===== src/rtl/kbd_display_ctrl.sv =====
// Pops PS/2 scancode bytes from the receiver FIFO, decodes make/break/extended prefixes,
// and holds the current key, press flag and a two-digit BCD count of distinct presses.
//
// state | meaning
// IDLE  | wait for ready, latch head byte and pop it
// PROC  | apply the byte rule to flags and outputs
// HOLD  | gap cycle so ready can fall after the pop
module kbd_display_ctrl #(
  parameter int TIMEOUT = 1000000
) (
  input  logic       clk,
  input  logic       clrn,
  input  logic       ready,
  input  logic [7:0] data,
  output logic       nextdata_n,
  output logic       press_flag,
  output logic [3:0] code_hi,
  output logic [3:0] code_lo,
  output logic       extended,
  output logic [3:0] cnt_tens,
  output logic [3:0] cnt_ones
);

  localparam int TW = (TIMEOUT > 2) ? $clog2(TIMEOUT) : 1;
  localparam logic [TW-1:0] TMO_LOAD = TW'(TIMEOUT - 1);

  typedef enum logic [1:0] {IDLE, PROC, HOLD} state_t;

  state_t        state;
  logic [7:0]    byte_r;
  logic          brk_pend;
  logic          ext_pend;
  logic [TW-1:0] tmo_cnt;
  logic          accept;
  logic          same_key;

  assign accept   = (state == IDLE) && ready;
  assign same_key = press_flag && (byte_r == {code_hi, code_lo}) && (ext_pend == extended);

  always_ff @(posedge clk or negedge clrn) begin
    if (!clrn) begin
      state      <= IDLE;
      byte_r     <= 8'h00;
      brk_pend   <= 1'b0;
      ext_pend   <= 1'b0;
      tmo_cnt    <= TMO_LOAD;
      nextdata_n <= 1'b1;
      press_flag <= 1'b0;
      code_hi    <= 4'h0;
      code_lo    <= 4'h0;
      extended   <= 1'b0;
      cnt_tens   <= 4'd0;
      cnt_ones   <= 4'd0;
    end else begin
      nextdata_n <= 1'b1;

      // Terminal count with a prefix pending drops the prefix; an accepted byte reloads first.
      if (accept || (!brk_pend && !ext_pend)) begin
        tmo_cnt <= TMO_LOAD;
      end else if (tmo_cnt != '0) begin
        tmo_cnt <= tmo_cnt - TW'(1);
      end else begin
        brk_pend <= 1'b0;
        ext_pend <= 1'b0;
      end

      case (state)
        IDLE: begin
          if (ready) begin
            byte_r     <= data;
            nextdata_n <= 1'b0;
            state      <= PROC;
          end
        end
        PROC: begin
          if (byte_r == 8'hE0) begin
            ext_pend <= 1'b1;
          end else if (byte_r == 8'hF0) begin
            brk_pend <= 1'b1;
          end else if (brk_pend) begin
            if (same_key) press_flag <= 1'b0;
            brk_pend <= 1'b0;
            ext_pend <= 1'b0;
          end else begin
            if (!same_key) begin
              code_hi    <= byte_r[7:4];
              code_lo    <= byte_r[3:0];
              extended   <= ext_pend;
              press_flag <= 1'b1;
              if (cnt_ones == 4'd9) begin
                cnt_ones <= 4'd0;
                cnt_tens <= (cnt_tens == 4'd9) ? 4'd0 : cnt_tens + 4'd1;
              end else begin
                cnt_ones <= cnt_ones + 4'd1;
              end
            end
            ext_pend <= 1'b0;
          end
          state <= HOLD;
        end
        HOLD:    state <= IDLE;
        default: state <= IDLE;
      endcase
    end
  end

endmodule


===== config.mk =====
export PLATFORM = sky130hd
export DESIGN_NAME = kbd_display_ctrl
export DESIGN_NICKNAME = d
export VERILOG_FILES = /design/src/rtl/kbd_display_ctrl.sv
export SDC_FILE = /design/constraint.sdc
export NUM_CORES = 1
export LEC_CHECK = 0
export CORE_ASPECT_RATIO = 1.1
export CORE_MARGIN = 3
export CORE_UTILIZATION = 55
export CTS_CLUSTER_DIAMETER = 80
export CTS_CLUSTER_SIZE = 25
export DETAILED_ROUTE_END_ITERATION = 6
export GPL_TIMING_DRIVEN = 0
export MAX_ROUTING_LAYER = met4
export PLACE_DENSITY = 0.78
export RECOVER_POWER = 25
export SLEW_MARGIN = 20
export SYNTH_ARGS = -nofsm -noshare
export SYNTH_HDL_FRONTEND = slang
export SYNTH_SLANG_ARGS = --single-unit

===== constraint.sdc =====
create_clock -name clk -period 2.6 [get_ports clk]
set_clock_uncertainty 0.15 [all_clocks]
set_input_delay 0.65 -clock clk [delete_from_list [all_inputs] [get_ports clk]]
set_output_delay 0.65 -clock clk [all_outputs]
set_load 0.005 [all_outputs]

== Word-level counts from Yosys, hierarchy flattened ==
Cells that the tools add are included.

* Reductions and logical operators: 14
* Multiplexer cells: 22
* Bitwise logic cells: 4
* Add/subtract/negate cells: 3
* Equal/unequal tests: 10

{| class="wikitable"
|+ Operators by type and width
! kind !! count
|-
| $mux W20 || 2
|-
| $reduce_bool A20 Y1 || 1
|-
| $sub A20 B1 Y20 const B || 1
|-
| $eq A8 B8 Y1 const B || 2
|-
| $mux W1 || 16
|-
| $reduce_and A5 Y1 || 2
|-
| $add A4 B1 Y4 const B || 2
|-
| $eq A4 B4 Y1 const B || 2
|-
| $eq A8 B8 Y1 || 1
|-
| $mux W4 || 2
|-
| $reduce_and A6 Y1 || 1
|-
| $logic_and A1 B1 Y1 || 4
|-
| $ne A2 B2 Y1 const B || 2
|-
| $not A1 Y1 || 4
|-
| $pmux W2 S2 || 1
|-
| $eq A2 B1 Y1 const B || 1
|-
| $logic_not A1 Y1 || 2
|-
| $logic_not A2 Y1 || 1
|-
| $mux W2 || 1
|-
| $ne A2 B1 Y1 const B || 1
|-
| $reduce_and A2 Y1 || 1
|-
| $reduce_bool A2 Y1 || 1
|-
| $eq A1 B1 Y1 || 1
|-
| $logic_or A1 B1 Y1 || 1
|}

* Word-level logic and storage cells: 65
* Input port bits: 11
* Output and inout bits: 19
* Register bits: 51

== Depth between registers and ports, before layout ==
Gate-level depths: netlist of the first run.

* Depth in word-level cells: 8
* Depth in mapped cells: 9
* Gate-level depth less buffers: 7

== Worst setup path after synthesis of the first run ==
Ideal clock, no wire load.

* Path kind: flip-flop to flip-flop
* Start point: register byte_r[5]
* End point: register extended
* Arrival: 1,803 ps
* Library setup time: 127 ps
* Data required time: 2,323 ps
* Period minus slack after synthesis: 2,081 ps
* Setup slack: 519 ps
* Stages on the path, launching flop included: 9
* Cell sequence: dfrtp_1 > xor2_1 > nor4_1 > nand4_1 > ha_1 > o211a_1 > buf_2 > buf_6 > mux2_1

* Cells in the longest elaborated chain, start to end: 5
* Elaborated cells on any way between the ends: 9

{| class="wikitable"
|+ RTL lines
! what !! RTL line !! source
|-
| from (decl) || 30 || <nowiki>logic [7:0] byte_r;</nowiki>
|-
| from (signal assigned) || 70 || <nowiki>byte_r <= data;</nowiki>
|-
| $eq A8 B8 Y1 || 38 || <nowiki>assign same_key = press_flag && (byte_r == {code_hi, code_lo}) && (ext_pend == extended);</nowiki>
|-
| $logic_and A1 B1 Y1 (2 in series) || 38 ||
|-
| $not A1 Y1 (no source line) || -- ||
|-
| $reduce_and A5 Y1 (no source line) (*) || -- ||
|-
| to (signal assigned) || 88 || <nowiki>extended <= ext_pend;</nowiki>
|-
| to (decl) || 19 || <nowiki>output logic extended,</nowiki>
|}

Every way passes the cells marked *; elsewhere a longest branch is shown, timed or not.
A chain may end at the register's enable or synchronous reset.

== Worst setup path in the final report of the first run ==
* Start point: input ready
* End point: register tmo_cnt[5]

* Cells in the longest elaborated chain, start to end: 3
* Elaborated cells on any way between the ends: 4

{| class="wikitable"
|+ RTL lines
! what !! RTL line !! source
|-
| from (decl) || 13 || <nowiki>input logic ready,</nowiki>
|-
| $logic_and A1 B1 Y1 (*) || 37 || <nowiki>assign accept = (state == IDLE) && ready;</nowiki>
|-
| $logic_or A1 B1 Y1 (*) || 58 || <nowiki>if (accept || (!brk_pend && !ext_pend)) begin</nowiki>
|-
| $mux W20 or $reduce_bool A2 Y1 (tied branches) || -- ||
|-
| to (signal assigned) || 61 || <nowiki>tmo_cnt <= tmo_cnt - TW'(1);</nowiki>
|-
| to (decl) || 33 || <nowiki>logic [TW-1:0] tmo_cnt;</nowiki>
|}

Marked as above.

==> results of run 1 <==
registers in the layout (all words and copies together), names as in the netlist:
signal and cells:
extended 1, code_hi 4, tmo_cnt 20, nextdata_n 1, state 2, byte_r 8
cnt_tens 4, ext_pend 1, press_flag 1, code_lo 4, cnt_ones 4, brk_pend 1
through the flow:
step / total power (W) / worst slack, ns / util
final: 0.002556 / 0.2186 / 0.6691
after global routing: 0.002724 / 0.1183 / 0.6691
after CTS: 0.002586 / 0.08366 / 0.6693
after detailed placement: 0.002100 / -0.2504 / 0.6498
after global placement: 0.002078 / -0.7697 / 0.6504
after floorplan: 0.001669 / 0.5195 / -
worst paths after layout:
| check | start | end | slack [ns] |
|---|---|---|---|
| hold / removal | cnt_tens[0] | cnt_tens[0] | 0.37 |
| min in group asynchronous | clrn | tmo_cnt[11] | 0.45 |
| setup reg to reg | byte_r[3] | code_hi[3] | 0.33 |
| max in group asynchronous | clrn | state[0] | 1.10 |
| setup / recovery | ready | tmo_cnt[5] | 0.22 |
| hold reg to reg | cnt_tens[0] | cnt_tens[0] | 0.37 |
timing repair:
action | in CTS | in global routing
endpoints found under the hold margin | 0 | 0
setup endpoints to repair | 0 | 4
hold buffers | 0 | 0
gates resized for setup | 0 | 2
where the power goes:
part           leakage (nW)  internal [W]  switching (W)  total (W)
Sequential            0.612       0.00100       0.000215    0.00122
Combinational         0.533      0.000506       0.000363   0.000869
Clock                0.0482      0.000215       0.000256   0.000472
worst max-delay path: cells and delay by family:
family / cells / cell delay [ns]
buf+inv: 3 / 0.91
simple gates: 2 / 0.52
compound gates: 1 / 0.23
mux: 1 / 0.15
placed cells by master, fill, tap and decap left out, drive strengths merged, types with 2 or more instances in the layout:
cell	Yosys	final
nor2	15	15
and2	6	6
a21oi	12	12
nor2b	4	4
a2111oi	4	4
nand4	4	4
or3	5	5
dfrtp	38	38
xor2	9	9
inv	6	6
or2	2	2
a211oi	3	3
nor3	7	7
o31ai	3	3
nor4	5	5
a2111o	2	2
nand4b	2	2
clkdlybuf4s50	0	28
nand2b	2	2
or4	2	2
o21ai	11	11
clkbuf	3	11
xnor2	4	4
mux2	19	19
o211ai	2	2
nand3b	2	2
o2111a	2	2
nand3	7	7
ha	3	3
dfstp	13	13
buf	6	6
mux2i	9	9
nand2	14	14
routing by layer:
| layer | part of all wire | wire length, um | global-route usage |
|---|---|---|---|
| met5 | 0 | 0 | - |
| met4 | 0.012 | 65 | 0.05904 |
| met3 | 0.038 | 203 | 0.04810 |
| met2 | 0.50 | 2686 | 0.3366 |
| met1 | 0.45 | 2431 | 0.2629 |
logic make-up after synthesis:
| group | count (synthesis) | share of synthesized area |
|---|---|---|
| compound gates | 49 | 0.1369 |
| simple gates | 81 | 0.1844 |
| mux | 28 | 0.1132 |
| buf+inv | 15 | 0.02794 |
| flops | 51 | 0.4811 |
| xor+xnor | 13 | 0.04239 |
| fa+ha+maj | 3 | 0.01397 |
final cells by class:
| type | instances | share of cell area |
|---|---|---|
| clock buffers | 7 | 0.02754 |
| multi-input cells | 174 | 0.4208 |
| well taps | 56 | 0.02236 |
| repair buffers | 29 | 0.09102 |
| clock inverters | 1 | 0.001597 |
| plain buffers | 9 | 0.01717 |
| inverters | 6 | 0.007186 |
| flip-flops and latches | 51 | 0.4124 |
==> summary.md, run 1 <==
- global-route wire length before repair: 9204 um
- number of buffers inserted during clock tree synthesis: 5
- list of most frequent post-synthesis cells: sky130_fd_sc_hd__dfrtp_1 (38), sky130_fd_sc_hd__nor2_1 (15), sky130_fd_sc_hd__nand2_1 (14)
- multi-input combinational cell area: 1319 um2
- number of clock sinks: 51
- Fmax achieved: 0.4199 GHz
- kind of critical path: in2reg
- area growth from synthesis to layout: 16.67%
- outcome: complete, no violations
- share of cells above drive strength 1: 0.1986
- fin crit period: 2.381 ns
- peak per-stage delay on the critical path: 0.44 ns
- Initial DRT Pass Iterations: 4
- data required time of the worst path: 2.67 ns
- Critical-path top delay cell: sky130_fd_sc_hd__clkdlybuf4s50_1
- Antenna Diode Count: 0
- netlist area before placement: 2686 um2
- static leakage power: 1.193 nW
- proportion of netlist area held by the largest area contributor: 0.3540
- total number of vias: 1938
- count of endpoints failing hold in the final timing report: 0
- post-layout instance area: 3134 um2
- post-synth top area cell: sky130_fd_sc_hd__dfrtp_1
- root buffer cell: sky130_fd_sc_hd__clkbuf_8
- setup-violating endpoint count in the final report: 0
- category of the worst setup path capture point: flop
- CP max FO: 10
- Initial Util: 0.5735
- Synth cell types: 54
- Post-Layout Cell Count: 333
- per-cell routed wire length: 16.18 um
- global-route usage over all layers: 0.2087
- sum of routed wire length over all layers: 5387 um
- R2R depth: 8
- count leader, synth: sky130_fd_sc_hd__dfrtp_1
- floorplan die height: 79.30 um
- initial antenna violation count: 0
- count of pins on the block boundary: 30
- via count of the first global-routing pass: 1912
- drt via density: 5.820
- clock latency reported for the late side of the worst-skew pair: 0.30 ns
- peak ir drop on the vdd network: 0.6424 mV
- die area: 5760 um2
- Startpoint Class: primary input
- max-cap violation count: 0
- number of pins with negative max-slew slack in the final report: 0
- fraction of registers with async set/reset: 1.000
- final cycle utilization of the critical path: 0.9159
- port buffer count: 29
- remaining global-route overflow: 0
- total half-perimeter wirelength after legalization and detailed placement: 3727 um
- buffers from clock root to sink, at most: 2
- dpl cell area: 3044 um2
- sequence of cells on the critical path: clkdlybuf4s50_1, nor3b_2, inv_1, o21ai_0, clkbuf_2, nor2_1, mux2i_1
- # placed instances: 325
- fill cell count: 377
- Avg Inst Size Synth: 11.19 um2
- worst hold slack across all endpoints: 0.3689 ns
- total of warnings raised by yosys: 0
- TNS Setup: 0 ns
- RSZ-0062 raised after global routing: false
- transition time at the pin with the least slew margin: 1.245 ns
- Seq cells post-synth: 51
- standard-cell row count: 26
- Power Dens Cells: 815.5 nW/um2
- CTS tree: done
- sequential-to-total area share from yosys stat: 0.4811
- maximum number of pins on one net before global-route repair: 52
- layout net count: 290
- DRC violation count after routing: 0
- Mapped Cells: 240
- worst hold path cell count: 1
- number of nets produced by synthesis: 254
- number of synthesized flops with an enable pin: 0
- post-CTS clock slew at the launch and capture registers of the worst setup and hold paths: 0.09 ns
- dominant cells by area after synthesis: sky130_fd_sc_hd__dfrtp_1 (35%), sky130_fd_sc_hd__dfstp_2 (13%), sky130_fd_sc_hd__mux2_2 (4.6%), sky130_fd_sc_hd__mux2i_1 (3.4%), sky130_fd_sc_hd__mux2_1 (3.4%)
- DRC marker count from the first detailed-route iteration: 131
- post-CTS setup buffers: 0
- Die Span X: 72.64 um
- core outline area: 4684 um2
- Most used DFF post-synth: sky130_fd_sc_hd__dfrtp_1
- final weighted congestion of routability-driven global placement: 0.8324
- crit path DAT: 2.46 ns
- CTS H-Tree Depth: 2
- Min-Delay Path Class: reg2reg
- count of antenna-violating nets left after detailed routing: 0
- area of all sequential standard cells: 1292 um2
- Rel. slew slack: 0.1702
(Power assumes the default switching activity.)
==> run 2, diff against run 1 <==
--- a/config.mk
+++ b/config.mk
@@ -6,7 +6,7 @@
 export NUM_CORES = 1
 export LEC_CHECK = 0
 export CORE_ASPECT_RATIO = 1.1
-export CORE_MARGIN = 3
+export CORE_MARGIN = 2
 export CORE_UTILIZATION = 55
 export CTS_CLUSTER_DIAMETER = 80
 export CTS_CLUSTER_SIZE = 25
==> run 2 against run 1 <==
Effect of this change:
- global-route usage grew 1.4 points
- wire length increased by 0.84%
- utilization down 0.053 points
- worst hold slack worse by 0.00095 ns
==> summary.md, run 2 (synthesis gave the netlist of run 1 again) <==
- Initial DRT Pass Iterations: 4
- setup slack of the worst register-to-register path: 0.35 ns
- clock power share: 0.181
- Reg with most FFs: tmo_cnt
- registers with the most flip-flops: tmo_cnt x20, byte_r x8
- Power Internal: 0.001694 W
- sequence of cells on the critical path: clkdlybuf4s50_1, nor3b_2, clkbuf_1, mux2_2
- Logic pwr share: 0.341
- die area: 5460 um2
- CTS H-Tree Depth: 2
- count of endpoints failing hold in the final timing report: 0
- fill cell count: 381
- standard-cell row count: 26
- area growth from synthesis to layout: 16.58%
- layout net count: 290
- outcome: complete, no violations
- Rel. slew slack: 0.1611
- static leakage power: 1.185 nW
- R2R depth: 8
- sink of the worst hold path: cnt_tens[0]
- fin crit period: 2.388 ns
- post-CTS clock slew at the launch and capture registers of the worst setup and hold paths: 0.10 ns
- proportion of power drawn by flip-flops and latches: 0.477
- TNS Setup: 0 ns
- post-CTS setup buffers: 0
- port buffer count: 29
- multi-input combinational cell area: 1319 um2
- via count of the first global-routing pass: 2013
- CTS tree: done
- dpl cell area: 3044 um2
- worst setup path startpoint: ready
- total number of vias: 1962
- share of cells above drive strength 1: 0.2022
- drt via density: 5.892
- Worst R2R End: code_hi[3]
- peak per-stage delay on the critical path: 0.49 ns
- most common library cell in the layout ignoring fill and taps: sky130_fd_sc_hd__dfrtp_1
- core outline area: 4684 um2
- worst hold slack across all endpoints: 0.3679 ns
- total half-perimeter wirelength after legalization and detailed placement: 3830 um
- highest-count cells in the layout ignoring fill and taps: sky130_fd_sc_hd__dfrtp_1 (38), sky130_fd_sc_hd__clkdlybuf4s50_1 (28), sky130_fd_sc_hd__nor2_1 (15), sky130_fd_sc_hd__nand2_1 (14), sky130_fd_sc_hd__dfstp_2 (13)
- remaining global-route overflow: 0
- final weighted congestion of routability-driven global placement: 0.8652
- setup-violating endpoint count in the final report: 0
- RSZ-0062 raised after global routing: false
- initial antenna violation count: 0
- origin of the worst min-delay path: cnt_tens[0]
- Antenna Diode Count: 0
- number of clock sinks: 51
- kind of critical path: in2reg
- switching pwr: 0.0008474 W
- Initial Util: 0.5735
- crit path DAT: 2.44 ns
- Critical-path top delay cell: sky130_fd_sc_hd__clkbuf_1
- count of pins on the block boundary: 30
- max-cap violation count: 0
- final cycle utilization of the critical path: 0.9184
- sum of routed wire length over all layers: 5432 um
- area of all sequential standard cells: 1292 um2
- count of antenna-violating nets left after detailed routing: 0
- worst hold path cell count: 1
- buffers from clock root to sink, at most: 2
- DRC violation count after routing: 0
- floorplan die height: 77.30 um
- clock latency reported for the late side of the worst-skew pair: 0.31 ns
- root buffer cell: sky130_fd_sc_hd__clkbuf_8
- peak ir drop on the vdd network: 0.5130 mV
- CP max FO: 10
- net switching share of the total power: 0.3334
- data required time of the worst path: 2.65 ns
- Fmax achieved: 0.4188 GHz
- Reg2Reg Launch Point: ext_pend
- global-route usage over all layers: 0.2231
- number of buffers inserted during clock tree synthesis: 5
- Power Dens Cells: 811.5 nW/um2
- Die Span X: 70.64 um
- Startpoint Class: primary input
- DRC marker count from the first detailed-route iteration: 147
- number of pins with negative max-slew slack in the final report: 0
- per-cell routed wire length: 16.31 um
- maximum number of pins on one net before global-route repair: 52
- number of flip-flops under the largest register name: 20
- transition time at the pin with the least slew margin: 1.258 ns
- Min-Delay Path Class: reg2reg
- global-route wire length before repair: 9411 um
- core utilization of the finished layout: 0.6685
- category of the worst setup path capture point: flop
- post-layout instance area: 3132 um2
-- run 2: how the worst max path moves through the flow --
stage,slack [ns],depth (start not counted),end
after floorplan,0.52,8,extended
after global placement,-0.76,1,cnt_ones[2]
after detailed placement,-0.24,7,tmo_cnt[14]
after CTS,0.07,7,tmo_cnt[14]
after global routing,0.11,4,byte_r[3]
final,0.21,4,byte_r[7]
-- run 2: timing repair --
item,in CTS,in global routing
setup endpoints to repair,0,5
gates resized for setup,0,2
hold buffers,0,0
endpoints found under the hold margin,0,0
-- run 2: layout make-up --
type | instances | share of cell area
tap | 56 | 0.02237
multi-input combinational | 174 | 0.4211
buffer | 9 | 0.01718
sequential | 51 | 0.4127
timing repair buffer | 29 | 0.09109
inverter | 6 | 0.007191
clock inverter | 3 | 0.006392
clock buffer | 5 | 0.02197
-- run 2: per-stage QoR --
step / instances / worst slack [ns] / power, W
final: 333 / 0.2123 / 0.002541
after CTS: 333 / 0.07360 / 0.002569
after detailed placement: 325 / -0.2420 / 0.002099
after global routing: 333 / 0.1138 / 0.002709
after floorplan: 240 / 0.5195 / 0.001669
after global placement: 325 / -0.7561 / 0.002074
-- run 2: metal layers --
metal,track usage,part of all wire,vias up
met5,-,0,-
met4,0.06604,0.012,0
met3,0.04468,0.030,8
met2,0.3792,0.52,27
met1,0.2692,0.44,967
li1,-,-,960
-- run 2: power groups by stage --
stage          Combinational [W]  Clock [W]  Sequential, W
5_1_grt                 0.000953   0.000504        0.00125
2_1_floorplan           0.000471          0        0.00120
3_3_place_gp            0.000852          0        0.00122
6_report                0.000868   0.000461        0.00121
3_5_place_dp            0.000870          0        0.00123
4_1_cts                 0.000879   0.000474        0.00122
-- run 2: worst max-delay path, delay by kind of cell --
family        cells  cell delay (ns)
mux               1             0.40
buf+inv           2             0.95
simple gates      1             0.43
==> run 3, diff against run 2 <==
--- a/config.mk
+++ b/config.mk
@@ -11,6 +11,7 @@
 export CTS_CLUSTER_DIAMETER = 80
 export CTS_CLUSTER_SIZE = 25
 export DETAILED_ROUTE_END_ITERATION = 6
+export GPL_ROUTABILITY_DRIVEN = 0
 export GPL_TIMING_DRIVEN = 0
 export MAX_ROUTING_LAYER = met4
 export PLACE_DENSITY = 0.78
==> results of run 3 <==
No change in the layout: final DEF, timing and power equal those of run 2.
